**config.mk**
```make
export PLATFORM = sky130hd
export DESIGN_NAME = cylon_mode_ctrl
export DESIGN_NICKNAME = d
export VERILOG_FILES = /design/src/rtl/cylon_mode_ctrl.sv
export SDC_FILE = /design/constraint.sdc
export NUM_CORES = 1
export LEC_CHECK = 0
export CAP_MARGIN = 20
export CORE_UTILIZATION = 55
export CTS_CLUSTER_SIZE = 14
export DETAILED_ROUTE_END_ITERATION = 12
export HOLD_SLACK_MARGIN = 0.03
export PLACE_DENSITY_LB_ADDON = 0.08
export SETUP_SLACK_MARGIN = 0.5
export SLEW_MARGIN = 10
export SYNTH_ARGS = -nofsm -noshare
export SYNTH_HDL_FRONTEND = slang
export SYNTH_SLANG_ARGS = --single-unit
```
**constraint.sdc**
```tcl
create_clock -name clk -period 2.4 [get_ports clk]
set_clock_uncertainty 0.1 [all_clocks]
set_input_delay 0.24 -clock clk [delete_from_list [all_inputs] [get_ports clk]]
set_output_delay 0.24 -clock clk [all_outputs]
set_load 0.005 [all_outputs]
```
**src/rtl/cylon_mode_ctrl.sv**
```systemverilog
// Button conditioning and mode register for the cylon LED sequencer.
// Each button is synchronised, debounced and edge-detected before it can touch the mode.

module cylon_debounce #(
    parameter int                   CNT_WIDTH = 20,
    parameter logic [CNT_WIDTH-1:0] CNT_LAST  = '0
) (
    input  logic clk,
    input  logic rst_n,
    input  logic raw,
    output logic level,
    output logic press
);
    logic                 s1, s2;
    logic [CNT_WIDTH-1:0] cnt;

    always_ff @(posedge clk or negedge rst_n) begin
        if (!rst_n) begin
            s1    <= 1'b0;
            s2    <= 1'b0;
            cnt   <= '0;
            level <= 1'b0;
            press <= 1'b0;
        end else begin
            s1    <= raw;
            s2    <= s1;
            press <= 1'b0;
            if (s2 == level) begin
                cnt <= '0;
            end else if (cnt == CNT_LAST) begin
                level <= s2;
                cnt   <= '0;
                // pulse only on the 0->1 flip; releases are silent
                press <= s2;
            end else begin
                cnt <= cnt + CNT_WIDTH'(1);
            end
        end
    end
endmodule

module cylon_mode_ctrl #(
    parameter int unsigned DEBOUNCE_CYCLES = 1_000_000,
    parameter int          CNT_WIDTH       = 20
) (
    input  logic       clk,
    input  logic       rst_n,
    input  logic       btnC,
    input  logic       btnL,
    input  logic       btnR,
    output logic [1:0] mode,
    output logic       mode_changed,
    output logic [2:0] btn_state,
    output logic [2:0] btn_press
);
    localparam logic [CNT_WIDTH-1:0] CNT_LAST = CNT_WIDTH'(DEBOUNCE_CYCLES - 1);

    typedef enum logic [1:0] {
        CYLON = 2'b00,
        R2L   = 2'b01,
        L2R   = 2'b10
    } mode_t;

    mode_t state;

    // bit order {R, L, C} matches btn_state / btn_press
    cylon_debounce #(
        .CNT_WIDTH (CNT_WIDTH),
        .CNT_LAST  (CNT_LAST)
    ) u_db [2:0] (
        .clk   (clk),
        .rst_n (rst_n),
        .raw   ({btnR, btnL, btnC}),
        .level (btn_state),
        .press (btn_press)
    );

    always_ff @(posedge clk or negedge rst_n) begin
        if (!rst_n) begin
            state        <= CYLON;
            mode_changed <= 1'b0;
        end else begin
            mode_changed <= 1'b0;
            if (btn_press[0]) begin
                state        <= CYLON;
                mode_changed <= (state != CYLON);
            end else if (btn_press[2]) begin
                state        <= L2R;
                mode_changed <= (state != L2R);
            end else if (btn_press[1]) begin
                state        <= R2L;
                mode_changed <= (state != R2L);
            end
        end
    end

    assign mode = state;
endmodule

```
==> qor.txt <==
H-tree depth -> 3
Worst EP required -> 2.58 ns
DIE AREA -> 6840 um2
Number of global-route vias before repair -> 2448
Hold Fails Final Rpt -> 0
Sequential-to-total area share from yosys stat -> 52.4%
Fin crit share -> 79.5%
WL/cell -> 14.0 um
Total core area -> 6310 um2
Minimum clock period -> 1.91 ns
Post-synthesis area per instance -> 9.93 um2
Finished Cell Area -> 4120 um2
Post-route DRC -> 0
Layout net count -> 390
Tot Pwr -> 2.44 mW
Top cell type's share of synthesized area -> 52.4%
Largest net degree at the start of global routing -> 51
Number of synthesis warnings -> 0
RSZ-0062 raised after global routing -> yes
Area leader, netlist -> dfrtp_1
Vias per cell -> 5.64
Flops & latches, synth -> 75
Synth area leaders -> dfrtp_1, xnor2_1, nor2_1, nand3_1, xor2_1
TritonRoute pass-1 iters -> 4
Max_cap viols -> 0
Leak pwr -> 1.64 nW
Arr. time, crit path -> 2.09 ns
Critical path, cell by cell -> nand2_2 -> or4_4 -> or4b_4 -> a21oi_2
Share of cells above drive strength 1 -> 12.7%
Mapped Cells -> 361
Worst stage delay on the critical path -> 0.59 ns
Post-DP Area -> 3810 um2
Synth Cell Area -> 3580 um2
Number of I/O pins -> 14
Filler Cell Count -> 511
Global-route wire length before repair -> 11200 um
Power per Cell Area -> 592 nW/um2
Initial antenna violation count -> 0
Area of the multi-input gates -> 1650 um2
Final ANT Viol Nets -> 0
GRT overflow -> 0
Crit end category -> flip-flop
Dpl ws -> 0.421 ns
Initial cell density of the core -> 56.8%
Die Y -> 82.7 um
Quantity of I/O buffers inserted on ports -> 13
HPWL Detailed -> 4380 um
Crit path max-delay family -> simple AND/OR/NAND/NOR gates
Worst-path fanout max -> 8
Ys async rst share -> 100%
Starting DRT DRC Count -> 159
Number of flops mapped to enable cells by yosys -> 0
Setup TNS -> 0 ns
WP buf/inv -> 0
Routed WL -> 6520 um
Vias -> 2615
Cts bufs inserted -> 9
Peak supply drop -> 0.000395 V
Primary FF master, synth -> dfrtp_1
Clock latency on the worst-skew pair -> 0.35 ns
Clock Tree Buf Depth -> 2
Slowest cell on the critical path -> or4_4
CTS clk-pin slew, worst paths -> 0.08 ns
CTS tree -> built
Type of the tightest min-delay check -> in -> reg
Worst Max-Slew Pin Slew -> 0.638 ns
Status -> completed
FP Rows -> 29
Peak Freq -> 0.524 GHz
Area grow syn2layout -> 14.9%
Final-report setup violation count -> 0
Storage element area -> 1880 um2
Root buf cell -> clkbuf_8
Startpoint Class -> flip-flop
GRT Total Usage -> 21.9%
Diodes inserted -> 0
CTS Sinks -> 75
Synth cell types -> 38
RePlAce Congestion -> 0.809
Chip width -> 82.7 um
Syn Nets -> 369
Setup CP Type -> reg -> reg
Slew margin rel. -> 57.5%
Final setup margin -> 0.491 ns
Max-slew violation count -> 0
==> per-layer routing <==
layer / routed length, um / vias up / global-route usage (%)
li1: - / 1303 / -
met3: 143 / 12 / 4.18
met4: 128 / 0 / 10.2
met5: 0 / - / 0
met2: 3110 / 27 / 33.4
met1: 3130 / 1273 / 30.0
==> synthesized netlist by cell type (2+ instances only) <==
cell type	count
o31ai_1	6
inv_1	13
nor2_1	57
or4_1	4
clkbuf_1	5
nand4_1	14
nor4b_1	3
mux2_2	3
and2_1	2
nand2b_1	2
xor2_1	13
a21oi_1	12
xnor2_1	29
o21ai_0	10
and3b_1	3
nor4_1	14
nand3_1	23
buf_2	3
and3_1	7
o21ai_1	2
dfrtp_1	75
nand2_1	17
nor3_1	15
ha_1	3
or3_1	4
a31o_2	2
buf_4	6
mux2i_1	4
==> repair_timing <==
action | in CTS | in global routing
setup endpoints to repair | 27 | 30
hold buffers | 1 | 0
setup buffers | 1 | 1
resized for setup | 4 | 10
pin swaps | 1 | 0
hold endpoints to repair | 49 | 0
==> worst register-to-register path, stage by stage, from the launching register on <==
cell,delay [ns]
dfrtp_1,0.42
nand2_2,0.11
or4_4,0.59
or4b_4,0.50
a21oi_2,0.12
==> state kept, by name, summed over array words and instances (netlist names) <==
name          cells
mode              2
u_db.s1           3
u_db.level        3
u_db.cnt         60
u_db.s2           3
u_db.press        3
mode_changed      1
==> metrics by stage <==
step	utilization, %	hold slack (ns)	instances
2_1_floorplan	-	-0.156	361
3_3_place_gp	60.3	0.210	445
3_5_place_dp	60.3	0.210	445
4_1_cts	64.3	0.220	463
5_1_grt	65.2	0.217	464
6_report	65.2	0.232	464
==> worst paths after layout <==
path	from	cells after the start	slack, ns	endpoint
max	u_db[2].cnt[6]$_DFF_PN0_	4	0.49	u_db[2].cnt[17]$_DFF_PN0_
min	btnL	1	0.23	u_db[1].s1$_DFF_PN0_
max reg2reg	u_db[2].cnt[6]$_DFF_PN0_	4	0.49	u_db[2].cnt[17]$_DFF_PN0_
min reg2reg	u_db[0].s1$_DFF_PN0_	0	0.26	u_db[0].s2$_DFF_PN0_
max in group asynchronous	rst_n	3	1.27	u_db[0].cnt[11]$_DFF_PN0_
min in group asynchronous	rst_n	2	0.35	mode[0]$_DFFE_PN0P_
==> report_power, final <==
group / switching, mW / internal, mW / total (mW)
sequential: 0.0166 / 1.28 / 1.30
combinational: 0.0537 / 0.0286 / 0.0822
clock: 0.472 / 0.587 / 1.06
total: 0.542 / 1.90 / 2.44
==> cell usage in the layout (no fill, tap or decap), types with 4 or more instances in the layout <==
cell type        Yosys  layout
dfrtp_1             75      74
nor2_1              57      55
xnor2_1             29      29
nand3_1             23      22
nand2_1             17      17
nor3_1              15      15
nand4_1             14      14
xor2_1              13      13
inv_1               13      13
a21oi_1             12      12
clkdlybuf4s50_1      0      12
nor4_1              14      10
o21ai_0             10      10
clkbuf_8             0       9
buf_4                6       9
and3_1               7       6
o31ai_1              6       5
or3_1                4       4
mux2i_1              4       4
==> cell type report <==
type | instances | area share, %
clock buffers | 10 | 3.10
clock inverters | 6 | 2.16
inverters | 13 | 1.18
multi-input cells | 259 | 40.1
flip-flops and latches | 75 | 45.6
well taps | 77 | 2.34
repair buffers | 24 | 5.56
==> cell families after synthesis <==
group                      share of synthesized area, %
AOI/OAI and AO/OA                                  5.34
xor gates and xnor gates                           10.3
adders and majority gates                          1.05
buffers and inverters                              3.56
DFF                                                52.4
muxes                                              2.06
and+or+nand+nor                                    25.3
No activity file was read; power rests on OpenSTA's default activity.
